`config.mk`:
```
export PLATFORM = sky130hd
export DESIGN_NAME = bit_scan_encoder
export DESIGN_NICKNAME = d
export VERILOG_FILES = /design/src/rtl/bit_scan_encoder.sv
export SDC_FILE = /design/constraint.sdc
export NUM_CORES = 1
export LEC_CHECK = 0
export CORE_AREA = 3 3 40 42
export CTS_CLUSTER_DIAMETER = 40
export DETAILED_ROUTE_END_ITERATION = 10
export DIE_AREA = 0 0 43 45
export DONT_BUFFER_PORTS = 1
export GPL_TIMING_DRIVEN = 0
export PLACE_DENSITY = 0.6
export SLEW_MARGIN = 5
export SYNTH_ARGS = -nofsm -noshare
export SYNTH_HDL_FRONTEND = slang
export SYNTH_SLANG_ARGS = --single-unit
```
`constraint.sdc`:
```
create_clock -name clk -period 4 [get_ports clk]
set_clock_uncertainty 0.2 [all_clocks]
set_input_delay 0.4 -clock clk [delete_from_list [all_inputs] [get_ports clk]]
set_output_delay 0.4 -clock clk [all_outputs]
set_load 0.03 [all_outputs]
```
`src/rtl/bit_scan_encoder.sv`:
```
// bit_scan_encoder: serialises a multi-hot request word into the indices of its
// set bits, lowest index first, one beat per valid/ready handshake on the output.
// An all-zero word produces a single beat flagged as empty.
module bit_scan_encoder #(
  parameter  int unsigned WIDTH = 8,
  localparam int unsigned IDX_W = $clog2(WIDTH)
) (
  input  logic             clk,
  input  logic             reset,
  input  logic             in_valid,
  output logic             in_ready,
  input  logic [WIDTH-1:0] in_vector,
  output logic             out_valid,
  input  logic             out_ready,
  output logic [IDX_W-1:0] out_index,
  output logic             out_last,
  output logic             out_empty
);

  localparam logic [0:0] S_IDLE = 1'b0;
  localparam logic [0:0] S_SCAN = 1'b1;

  logic [0:0]       r_state;
  logic [0:0]       w_state_nxt;
  logic [WIDTH-1:0] r_pending;
  logic [WIDTH-1:0] w_pending_nxt;
  logic [WIDTH-1:0] w_pending_drop;
  logic [IDX_W-1:0] w_low_idx;
  logic             w_accept;
  logic             w_fire;
  logic             w_last;

  // State and pending-word registers; reset abandons any vector in flight.
  always_ff @(posedge clk) begin
    if (reset) begin
      r_state   <= S_IDLE;
      r_pending <= '0;
    end else begin
      r_state   <= w_state_nxt;
      r_pending <= w_pending_nxt;
    end
  end

  // Lowest set bit of the pending word; scanning downward lets the lowest win.
  always_comb begin
    w_low_idx = '0;
    for (int i = WIDTH - 1; i >= 0; i--) begin
      if (r_pending[i]) w_low_idx = IDX_W'(i);
    end
  end

  // Next-state, pending update and handshake/output decode.
  always_comb begin
    w_state_nxt    = r_state;
    w_pending_nxt  = r_pending;
    in_ready       = 1'b0;
    out_valid      = 1'b0;
    out_index      = '0;
    out_last       = 1'b0;
    out_empty      = 1'b0;
    w_accept       = 1'b0;
    w_fire         = 1'b0;
    // x & (x-1) clears the lowest set bit; zero result means at most one bit was set.
    w_pending_drop = r_pending & (r_pending - WIDTH'(1));
    w_last         = (w_pending_drop == '0);

    case (r_state)
      S_IDLE: begin
        in_ready = !reset;
        w_accept = in_valid && !reset;
        if (w_accept) begin
          w_pending_nxt = in_vector;
          w_state_nxt   = S_SCAN;
        end
      end
      S_SCAN: begin
        out_valid = 1'b1;
        out_index = w_low_idx;
        out_last  = w_last;
        out_empty = (r_pending == '0);
        w_fire    = out_ready;
        if (w_fire) begin
          w_pending_nxt = w_pending_drop;
          if (w_last) w_state_nxt = S_IDLE;
        end
      end
      default: begin
        w_state_nxt = S_IDLE;
      end
    endcase
  end

endmodule

```
## Word-level counts from Yosys, hierarchy flattened

Index checks and enable logic that the tools add are counted.

| cells by class | value |
|---|---|
| add/subtract/negate cells | 1 |
| multipliers | 0 |
| div/mod/pow operators | 0 |
| $lt $le $gt $ge | 0 |
| equal/unequal tests | 2 |
| shifts and indexed selects | 0 |
| muxes and demuxes | 20 |
| bitwise operators | 2 |
| reduce and logical (&&, ||, !) cells | 5 |

Operators by type and width:

| cell | count |
|---|---|
| $mux 3 | 9 |
| $logic_not 8->1 | 2 |
| $mux 8 | 2 |
| $pmux 8 s2 | 1 |
| $and 8x8->8 | 1 |
| $sub 8x1->8 const B | 1 |
| $mux 1 | 7 |
| $ne 2x2->1 const B | 2 |
| $pmux 1 s2 | 1 |
| $reduce_and 2->1 | 1 |
| $logic_and 1x1->1 | 1 |
| $logic_not 1->1 | 1 |
| $not 1->1 | 1 |

| word-level totals | value |
|---|---|
| flip-flop bits (word level) | 9 |
| latch bits | 0 |
| memory bits (writable) | 0 |
| ROM bits | 0 |
| input port bits | 12 |
| logic and storage cells | 32 |
| memories | 0 |

## Logic depth before layout (Yosys ltp)

Gate-level depths: netlist (run 1).

| depth | value |
|---|---|
| depth after elaboration | 9 |
| mapped depth | 5 |
| gate-level depth less buffers | 4 |

## Worst setup path before layout (run 1)

OpenSTA, ideal clock, no wires.

| timing | value |
|---|---|
| path kind | flip-flop to output port |
| from | register r_state |
| to | output out_empty |
| arrival | 2019 ps |
| required time | 3400 ps |
| slack | 1381 ps |
| stages on the path, launching flop included | 4 |
| path buffers | 1 |
| cell sequence | dfxtp_1 buf_2 nand3_1 nor4b_1 |

| on the way | value |
|---|---|
| longest elaborated chain between the ends | 1 |

Ends and longest elaborated chain:

| what | line | source |
|---|---|---|
| start: declaration | 23 | `logic [0:0] r_state;` |
| start signal: assignment | 39 | `r_state <= w_state_nxt;` |
| $mux 1 | 67 | `case (r_state)` |
| end: declaration | 17 | `output logic out_empty` |

Every way passes these cells.

## Worst setup path in the final report (run 1)

| timing | value |
|---|---|
| from | register r_pending[0] |
| to | output out_last |

| on the way | value |
|---|---|
| longest elaborated chain between the ends | 4 |

Ends and longest elaborated chain:

| what | line | source |
|---|---|---|
| start: declaration | 25 | `logic [WIDTH-1:0] r_pending;` |
| start signal: assignment | 40 | `r_pending <= w_pending_nxt;` |
| $sub 8x1->8 | 64 | `w_pending_drop = r_pending & (r_pending - WIDTH'(1));` |
| $and 8x8->8 * | 64 |  |
| $logic_not 8->1 * | 65 | `w_last = (w_pending_drop == '0);` |
| $mux 1 * | 67 |  |
| end: declaration | 16 | `output logic out_last,` |

Every way passes the cells marked *; elsewhere a longest branch is shown, timed or not.

==> report_table.html, run 1 <==
<table>
<tr><th>Metric</th><th>Value</th></tr>
<tr><th colspan="2">Timing</th></tr>
<tr><td>Clock period minus worst slack</td><td>2.892 ns</td></tr>
<tr><td>Measured slew at the worst slew-check pin</td><td>0.8899 ns</td></tr>
<tr><td>Worst rel slew slack</td><td>0.4022</td></tr>
<tr><td>Number of max-slew violations in the final report</td><td>0</td></tr>
<tr><td>Number of hold violations in the final report</td><td>0</td></tr>
<tr><td>Maximum clock rate</td><td>0.3458 GHz</td></tr>
<tr><td>Aggregate negative setup slack</td><td>0 ns</td></tr>
<tr><td>Worst-case hold slack</td><td>0.05297 ns</td></tr>
<tr><td>Fraction of the cycle the final worst path needs</td><td>0.7230</td></tr>
<tr><td>Setup violations, final</td><td>0</td></tr>
<tr><td>RSZ-0062 raised after global routing</td><td>no</td></tr>
<tr><th colspan="2">Synth</th></tr>
<tr><td>Dominant cell type by area after synthesis</td><td>sky130_fd_sc_hd__dfxtp_1</td></tr>
<tr><td>Sequential cell area fraction in the yosys report</td><td>0.3103</td></tr>
<tr><td>Avg Inst Size Synth</td><td>7.257 µm²</td></tr>
<tr><td>Number of synthesized flops with an enable pin</td><td>0</td></tr>
<tr><td>Synth top area share</td><td>0.3103</td></tr>
<tr><td>Count of unique library cells instantiated by Yosys</td><td>28</td></tr>
<tr><td>Leading post-synthesis cells by instance count</td><td>sky130_fd_sc_hd__a21oi_1 (12), sky130_fd_sc_hd__dfxtp_1 (9), sky130_fd_sc_hd__nor2_1 (9)</td></tr>
<tr><td>Flop and latch count out of synthesis</td><td>9</td></tr>
<tr><td>Leading register cell type out of synthesis</td><td>sky130_fd_sc_hd__dfxtp_1</td></tr>
<tr><td>Post-Synthesis Cell Area</td><td>580.6 µm²</td></tr>
<tr><td>Cell with the most instances after synthesis</td><td>sky130_fd_sc_hd__a21oi_1</td></tr>
<tr><td>Syn_nets</td><td>92</td></tr>
<tr><td>Async S/R FF share, synth</td><td>0</td></tr>
<tr><td>Cell types with the largest area share after synthesis</td><td>sky130_fd_sc_hd__dfxtp_1 (31%), sky130_fd_sc_hd__a21oi_1 (10%), sky130_fd_sc_hd__o21ai_0 (6.0%)</td></tr>
<tr><td>YS warnings</td><td>0</td></tr>
<tr><td>Cell count after synthesis</td><td>80</td></tr>
<tr><th colspan="2">Place</th></tr>
<tr><td>Total of buffers placed on input and output ports</td><td>0</td></tr>
<tr><td>Post-detail-place hpwl</td><td>1008 µm</td></tr>
<tr><td>Final weighted congestion in routability-driven placement</td><td>0.7459</td></tr>
<tr><td>Dpl cell area</td><td>599.3 µm²</td></tr>
<tr><th colspan="2">Power and ir drop</th></tr>
<tr><td>Switching share of power</td><td>0.3726</td></tr>
<tr><td>Proportion of power drawn by the clock network</td><td>0.310</td></tr>
<tr><td>Proportion of power drawn by flip-flops and latches</td><td>0.439</td></tr>
<tr><td>Int Pwr</td><td>156.8 µW</td></tr>
<tr><td>Combinational fraction of design power</td><td>0.251</td></tr>
<tr><td>Total chip power</td><td>249.9 µW</td></tr>
<tr><td>P_sw</td><td>93.13 µW</td></tr>
<tr><td>Leakage power</td><td>0.2313 nW</td></tr>
<tr><td>Max rail drop VDD</td><td>0.2469 mV</td></tr>
<tr><td>Areal power density over the cells</td><td>394.7 mW/mm²</td></tr>
<tr><th colspan="2">GRT</th></tr>
<tr><td>Wire length of the first global-routing pass</td><td>2421 µm</td></tr>
<tr><td>Pin count of the biggest net entering global routing</td><td>11</td></tr>
<tr><td>Met3 usage in global routing</td><td>0.05179</td></tr>
<tr><td>Number of global-route vias before repair</td><td>523</td></tr>
<tr><td>Antenna violations before repair</td><td>0</td></tr>
<tr><td>GR Util met2</td><td>0.2695</td></tr>
<tr><td>Global Route Usage Sum</td><td>0.1726</td></tr>
<tr><td>Met1 capacity usage during global routing</td><td>0.2034</td></tr>
<tr><td>Overflow left after global routing</td><td>0</td></tr>
<tr><td>Global-route layer with the greatest usage</td><td>met2</td></tr>
<tr><th colspan="2">Cells and area</th></tr>
<tr><td>Sequential Area</td><td>180.2 µm²</td></tr>
<tr><td>Multi-input combinational cell area</td><td>382.9 µm²</td></tr>
<tr><td>Filler cell count in the final layout</td><td>137</td></tr>
<tr><td>Final #Nets</td><td>97</td></tr>
<tr><td>Diodes inserted</td><td>0</td></tr>
<tr><td>Post-synthesis to final-layout area growth</td><td>9.052%</td></tr>
<tr><td>Layout cell share with drive strength beyond 1</td><td>0.09524</td></tr>
<tr><td>Fin area</td><td>633.1 µm²</td></tr>
<tr><th colspan="2">Critical path</th></tr>
<tr><td>Worst setup path class</td><td>flop to output pin</td></tr>
<tr><td>Crit path capture type</td><td>output pin</td></tr>
<tr><td>CP startpoint kind</td><td>flop</td></tr>
<tr><td>Cell with the largest stage delay on the worst path</td><td>sky130_fd_sc_hd__nor3_1</td></tr>
<tr><td>Worst path arrival time</td><td>2.29 ns</td></tr>
<tr><td>Buffers &amp; Inverters on Critical Path</td><td>0</td></tr>
<tr><td>Required time at the worst-slack endpoint</td><td>3.40 ns</td></tr>
<tr><td>CP delay by family, top</td><td>simple AND/OR/NAND/NOR gates</td></tr>
<tr><td>Crit path cell chain</td><td>or3_1, o31ai_1, nand2_1, nor3_1</td></tr>
<tr><td>Max Fanout on Critical Path</td><td>7</td></tr>
<tr><td>Critical Path Max Stage Delay</td><td>0.73 ns</td></tr>
<tr><th colspan="2">Route</th></tr>
<tr><td>Avg Vias per Cell</td><td>5.798</td></tr>
<tr><td>Post-route DRC violation count</td><td>0</td></tr>
<tr><td>Antenna viol nets, final</td><td>0</td></tr>
<tr><td>Total number of vias</td><td>574</td></tr>
<tr><td>Routed length per placed instance</td><td>14.07 µm</td></tr>
<tr><td>First DRT Iteration DRCs</td><td>16</td></tr>
<tr><td>Total Wirelength</td><td>1393 µm</td></tr>
<tr><td>Count of TritonRoute iterations in the first routing pass</td><td>5</td></tr>
<tr><th colspan="2">Clocking</th></tr>
<tr><td>Number of setup buffers added after CTS</td><td>0</td></tr>
<tr><td>H-Tree Depth</td><td>1</td></tr>
<tr><td>CTS Buf Count</td><td>3</td></tr>
<tr><td>Clock tree from TritonCTS</td><td>done</td></tr>
<tr><td>Root buf cell</td><td>sky130_fd_sc_hd__clkbuf_4</td></tr>
<tr><td>Number of hold buffers added after CTS</td><td>0</td></tr>
<tr><td>Clock network latency to the later pin of the worst-skew pair</td><td>0.28 ns</td></tr>
<tr><td>Max clock buf depth</td><td>2</td></tr>
<tr><td>Post-cts gate resize count</td><td>0</td></tr>
<tr><td>Clock-pin slew of the registers on the worst-case setup and hold paths</td><td>0.08 ns</td></tr>
<tr><td>Num Clock Sinks</td><td>9</td></tr>
<tr><th colspan="2">Flow run</th></tr>
<tr><td>Max-capacitance violation count</td><td>0</td></tr>
<tr><th colspan="2">Floorplanning</th></tr>
<tr><td>Standard cell core area</td><td>0.001285 mm²</td></tr>
<tr><td>Top-Level Pins</td><td>19</td></tr>
<tr><td>Die Width</td><td>43 µm</td></tr>
<tr><td>Initial Util</td><td>0.4518</td></tr>
<tr><td>Die Y</td><td>45 µm</td></tr>
<tr><td>Die area</td><td>0.001935 mm²</td></tr>
<tr><td>Num rows</td><td>13</td></tr>
<tr><th colspan="2">Worst hold path</th></tr>
<tr><td>Class of the worst hold path</td><td>input port to flop</td></tr>
<tr><th colspan="2">Run status</th></tr>
<tr><td>Run status</td><td>completed</td></tr>
</table>
sequential cells by signal, indices dropped and copies added, names as in the netlist:
name / cells
r_state: 1
r_pending: 8
final cells by class:
cell class	count	share of cell area
inverters	3	0.01779
multi-input cells	65	0.6047
flip-flops and latches	9	0.2846
clock inverters	1	0.007905
well taps	15	0.02964
plain buffers	3	0.01976
clock buffers	3	0.03557
logic make-up (layout without fill, tap and decap cells):
group | after synthesis | after routing | share of synthesized area
adders and majority gates | 2 | 2 | 0.03664
buffers and inverters | 6 | 10 | 0.04094
muxes | 1 | 1 | 0.01724
and+or+nand+nor | 35 | 35 | 0.3254
DFF | 9 | 9 | 0.3103
AOI/OAI and AO/OA | 27 | 27 | 0.2694
power groups by stage:
stage	Combinational, mW	Sequential, mW	Clock, mW
3_5_place_dp	0.0625	0.111	0
5_1_grt	0.0709	0.112	0.0875
2_1_floorplan	0.0541	0.108	0
6_report	0.0628	0.110	0.0775
4_1_cts	0.0630	0.109	0.0783
3_3_place_gp	0.0621	0.111	0
layer usage:
metal  share of wire  wire [µm]  vias up
li1                -          -      294
met1            0.44        615      259
met2            0.49        682       17
met3           0.045         62        4
met4           0.022         31        0
met5               0          0        -
path summary, 6_finish.rpt:
path / startpoint / endpoint / slack, ns / depth (start not counted)
setup / recovery: r_pending[0] / out_last / 1.11 / 4
hold / removal: in_vector[3] / r_pending[3] / 0.05 / 2
setup reg to reg: r_state / r_pending[2] / 1.81 / 5
hold reg to reg: r_pending[7] / r_pending[7] / 0.37 / 2
worst reg2reg max path, stage by stage, from the launching register on:
cell and delay (ns):
sky130_fd_sc_hd__dfxtp_1 0.67, sky130_fd_sc_hd__nor2b_1 0.10, sky130_fd_sc_hd__clkbuf_1 0.20, sky130_fd_sc_hd__a22oi_1 0.55, sky130_fd_sc_hd__o21ai_0 0.20, sky130_fd_sc_hd__a21oi_1 0.20
cells in the final DEF (no fill, tap or decap):
cell	n
sky130_fd_sc_hd__o21ai_0	7
sky130_fd_sc_hd__nand2b_1	2
sky130_fd_sc_hd__o21a_1	1
sky130_fd_sc_hd__nand3_1	2
sky130_fd_sc_hd__clkbuf_4	3
sky130_fd_sc_hd__clkinv_2	1
sky130_fd_sc_hd__nand3b_1	1
sky130_fd_sc_hd__o21bai_1	1
sky130_fd_sc_hd__a21oi_1	12
sky130_fd_sc_hd__maj3_1	1
sky130_fd_sc_hd__o31a_1	1
sky130_fd_sc_hd__clkbuf_1	2
sky130_fd_sc_hd__a22oi_1	2
sky130_fd_sc_hd__nor4b_2	1
sky130_fd_sc_hd__and2_1	2
sky130_fd_sc_hd__inv_1	3
sky130_fd_sc_hd__o31ai_1	1
sky130_fd_sc_hd__nor3_1	4
sky130_fd_sc_hd__a21boi_0	2
sky130_fd_sc_hd__mux2i_1	1
sky130_fd_sc_hd__and2b_1	1
sky130_fd_sc_hd__buf_2	1
sky130_fd_sc_hd__nor4_4	1
sky130_fd_sc_hd__nor2b_1	2
sky130_fd_sc_hd__maj3_2	1
sky130_fd_sc_hd__nor2_1	9
sky130_fd_sc_hd__dfxtp_1	9
sky130_fd_sc_hd__nor4_1	1
sky130_fd_sc_hd__nand2_1	8
sky130_fd_sc_hd__or3_1	1
stage by stage:
step                  util  worst slack (ns)  instances
floorplan                -             1.381         80
global placement    0.4664             1.181         95
detailed placement  0.4664             1.179         95
CTS                 0.4878            0.8653         99
global route        0.4927            0.9938         99
finish              0.4927             1.108         99
Power figures use the tool's default switching activity.
==> run 2, diff against run 1 <==
- PLACE_DENSITY: 0.6 -> 0.62
- clock period: 4 -> 2.5 ns (I/O delays scaled with it)
==> run 2 against run 1 <==
Net effect: wire length increased by 10%; worst setup slack got worse by 0.92 ns; sequential cell count unchanged; utilization grew 8.5 points; largest power group unchanged.
==> report_table.html, run 2 (synthesis gave the netlist of run 1 again) <==
<table>
<tr><th>Metric</th><th>Value</th></tr>
<tr><th colspan="2">Cells and area</th></tr>
<tr><td>Final #Nets</td><td>105</td></tr>
<tr><td>Most common cell after layout, fill and taps aside</td><td>sky130_fd_sc_hd__a21oi_1</td></tr>
<tr><td>Layout cell share with drive strength beyond 1</td><td>0.1196</td></tr>
<tr><td>Final cell count without fillers</td><td>107</td></tr>
<tr><td>Diodes inserted</td><td>0</td></tr>
<tr><td>Number of flip-flops in the largest register</td><td>8</td></tr>
<tr><td>Top Registers</td><td>r_pending: 8 flops, r_state: 1 flops</td></tr>
<tr><td>Commonest non-fill, non-tap cells in the layout</td><td>sky130_fd_sc_hd__a21oi_1 (11), sky130_fd_sc_hd__nor2_1 (9), sky130_fd_sc_hd__nand2_1 (8), sky130_fd_sc_hd__dlygate4sd3_1 (8), sky130_fd_sc_hd__dfxtp_1 (8)</td></tr>
<tr><td>Register ranked first by flip-flop count</td><td>r_pending</td></tr>
<tr><td>Post-synthesis to final-layout area growth</td><td>27.80%</td></tr>
<tr><th colspan="2">Critical path</th></tr>
<tr><td>Required time at the worst-slack endpoint</td><td>2.05 ns</td></tr>
<tr><td>Worst r2r path cells</td><td>5</td></tr>
<tr><td>CP startpoint kind</td><td>flop</td></tr>
<tr><td>Worst R2R Start</td><td>r_state</td></tr>
<tr><td>Terminus of the critical flop-to-flop path</td><td>r_pending[2]</td></tr>
<tr><td>Crit path capture type</td><td>output pin</td></tr>
<tr><td>Worst path arrival time</td><td>1.87 ns</td></tr>
<tr><td>Worst setup path class</td><td>flop to output pin</td></tr>
<tr><td>Minimum setup slack among reg-to-reg paths</td><td>0.51 ns</td></tr>
<tr><td>Max Fanout on Critical Path</td><td>7</td></tr>
<tr><th colspan="2">Flow run</th></tr>
<tr><td>Max-capacitance violation count</td><td>0</td></tr>
<tr><th colspan="2">Timing</th></tr>
<tr><td>Maximum clock rate</td><td>0.4319 GHz</td></tr>
<tr><td>Setup violations, final</td><td>0</td></tr>
<tr><td>Measured slew at the worst slew-check pin</td><td>0.6827 ns</td></tr>
<tr><td>Worst rel slew slack</td><td>0.5448</td></tr>
<tr><td>RSZ-0062 raised after global routing</td><td>no</td></tr>
<tr><td>Clock period minus worst slack</td><td>2.315 ns</td></tr>
<tr><td>Fraction of the cycle the final worst path needs</td><td>0.9261</td></tr>
<tr><td>Number of max-slew violations in the final report</td><td>0</td></tr>
<tr><td>Number of hold violations in the final report</td><td>0</td></tr>
<tr><td>Aggregate negative setup slack</td><td>0 ns</td></tr>
<tr><th colspan="2">Place</th></tr>
<tr><td>Total of buffers placed on input and output ports</td><td>0</td></tr>
<tr><td>Final weighted congestion in routability-driven placement</td><td>0.7896</td></tr>
<tr><td>Post-detail-place hpwl</td><td>1023 µm</td></tr>
<tr><td>Placed Cells</td><td>95</td></tr>
<tr><th colspan="2">Route</th></tr>
<tr><td>Post-route DRC violation count</td><td>0</td></tr>
<tr><td>Total Wirelength</td><td>1538 µm</td></tr>
<tr><td>Total number of vias</td><td>597</td></tr>
<tr><td>Count of TritonRoute iterations in the first routing pass</td><td>5</td></tr>
<tr><td>First DRT Iteration DRCs</td><td>7</td></tr>
<tr><td>Antenna viol nets, final</td><td>0</td></tr>
<tr><td>Avg Vias per Cell</td><td>5.579</td></tr>
<tr><td>Routed length per placed instance</td><td>14.37 µm</td></tr>
<tr><th colspan="2">Power and ir drop</th></tr>
<tr><td>Combinational fraction of design power</td><td>0.293</td></tr>
<tr><td>Max rail drop VDD</td><td>0.3460 mV</td></tr>
<tr><td>Int Pwr</td><td>266.1 µW</td></tr>
<tr><td>Proportion of power drawn by flip-flops and latches</td><td>0.431</td></tr>
<tr><td>Switching share of power</td><td>0.3553</td></tr>
<tr><td>P_sw</td><td>146.6 µW</td></tr>
<tr><td>Proportion of power drawn by the clock network</td><td>0.276</td></tr>
<tr><td>Leakage power</td><td>0.2680 nW</td></tr>
<tr><td>Areal power density over the cells</td><td>556.2 mW/mm²</td></tr>
<tr><th colspan="2">Clocking</th></tr>
<tr><td>CTS Buf Count</td><td>3</td></tr>
<tr><td>Root buf cell</td><td>sky130_fd_sc_hd__clkbuf_4</td></tr>
<tr><td>Clock-pin slew of the registers on the worst-case setup and hold paths</td><td>0.06 ns</td></tr>
<tr><td>Number of setup buffers added after CTS</td><td>0</td></tr>
<tr><td>Max clock buf depth</td><td>2</td></tr>
<tr><td>H-Tree Depth</td><td>1</td></tr>
<tr><td>Clock network latency to the later pin of the worst-skew pair</td><td>0.26 ns</td></tr>
<tr><td>Clock tree from TritonCTS</td><td>done</td></tr>
<tr><td>Num Clock Sinks</td><td>9</td></tr>
<tr><th colspan="2">Floorplanning</th></tr>
<tr><td>Initial Util</td><td>0.4518</td></tr>
<tr><td>Num rows</td><td>13</td></tr>
<tr><td>Die Width</td><td>43 µm</td></tr>
<tr><td>Top-Level Pins</td><td>19</td></tr>
<tr><td>Standard cell core area</td><td>0.001285 mm²</td></tr>
<tr><td>Die Y</td><td>45 µm</td></tr>
<tr><td>Die area</td><td>0.001935 mm²</td></tr>
<tr><th colspan="2">GRT</th></tr>
<tr><td>Number of global-route vias before repair</td><td>596</td></tr>
<tr><td>Global Route Usage Sum</td><td>0.1848</td></tr>
<tr><td>Pin count of the biggest net entering global routing</td><td>11</td></tr>
<tr><td>Overflow left after global routing</td><td>0</td></tr>
<tr><td>Antenna violations before repair</td><td>0</td></tr>
<tr><td>Wire length of the first global-routing pass</td><td>2711 µm</td></tr>
<tr><th colspan="2">Run status</th></tr>
<tr><td>Run status</td><td>completed</td></tr>
<tr><th colspan="2">Worst hold path</th></tr>
<tr><td>HP Start</td><td>in_valid</td></tr>
<tr><td>Class of the worst hold path</td><td>input port to flop</td></tr>
<tr><td>Hold Path Depth</td><td>3</td></tr>
<tr><td>Hold worst-path end</td><td>r_state</td></tr>
</table>
[run 2: cell types whose count changed in the layout (fill, tap and decap cells not counted), sizes merged]
cell         change
clkbuf           +1
clkinv           -1
dlygate4sd3      +8
[run 2: critical path: stages, from the launching register on]
cell and delay [ns]:
sky130_fd_sc_hd__dfxtp_1 0.38, sky130_fd_sc_hd__nor4_4 0.39, sky130_fd_sc_hd__nand2_1 0.10, sky130_fd_sc_hd__maj3_2 0.36, sky130_fd_sc_hd__nor3_4 0.37
[run 2: per-stage QoR]
stage	instance area [µm²]	utilization	power [mW]	setup WS [ns]	hold WS [ns]
after floorplan	580.6	-	0.2601	0.03121	0.1860
after global placement	599.3	0.4664	0.2774	-0.1775	0.1892
after detailed placement	599.3	0.4664	0.2794	-0.1864	0.1932
after CTS	725.7	0.5648	0.4158	0.02094	0.02327
after global routing	742.0	0.5774	0.4469	0.06380	0.05901
final	742.0	0.5774	0.4127	0.1848	0.03238
[run 2: how the worst max path moves through the flow]
stage / from / to / slack [ns] / depth (start not counted)
floorplan: r_state / out_empty / 0.03 / 3
global placement: r_state / out_empty / -0.18 / 3
detailed placement: r_state / out_empty / -0.19 / 3
CTS: r_pending[0] / out_last / 0.02 / 4
global route: r_pending[0] / out_last / 0.06 / 4
finish: r_pending[0] / out_last / 0.18 / 4
[run 2: cell type report]
| cell class | count | area, µm² |
|---|---|---|
| fill | 141 | 543.0 |
| multi-input combinational | 65 | 411.6 |
| sequential | 9 | 181.4 |
| timing repair buffer | 8 | 80.08 |
| clock buffer | 4 | 26.28 |
| tap | 15 | 18.77 |
| buffer | 3 | 12.51 |
| inverter | 3 | 11.26 |
[run 2: power by group through the flow]
stage               logic [mW]  clock network, mW  registers, mW
detailed placement       0.101                  0          0.179
finish                   0.121              0.114          0.178
floorplan               0.0865                  0          0.174
global placement        0.0992                  0          0.178
CTS                      0.116              0.123          0.176
global route             0.133              0.133          0.181
[run 2: layer usage]
metal / up-vias / global-route usage / wire (µm)
met5: - / 0 / 0
met4: 0 / 0.1024 / 13
met3: 2 / 0.03984 / 55
met2: 10 / 0.2994 / 756
met1: 276 / 0.2289 / 712
li1: 309 / - / -
[run 2: timing repair]
action                     in CTS  in global routing
resized for setup               3                  4
hold buffers                    8                  0
hold endpoints to repair        8                  0
setup endpoints to repair       2                  3
pin swaps                       0                  0
gates cloned                    0                  0
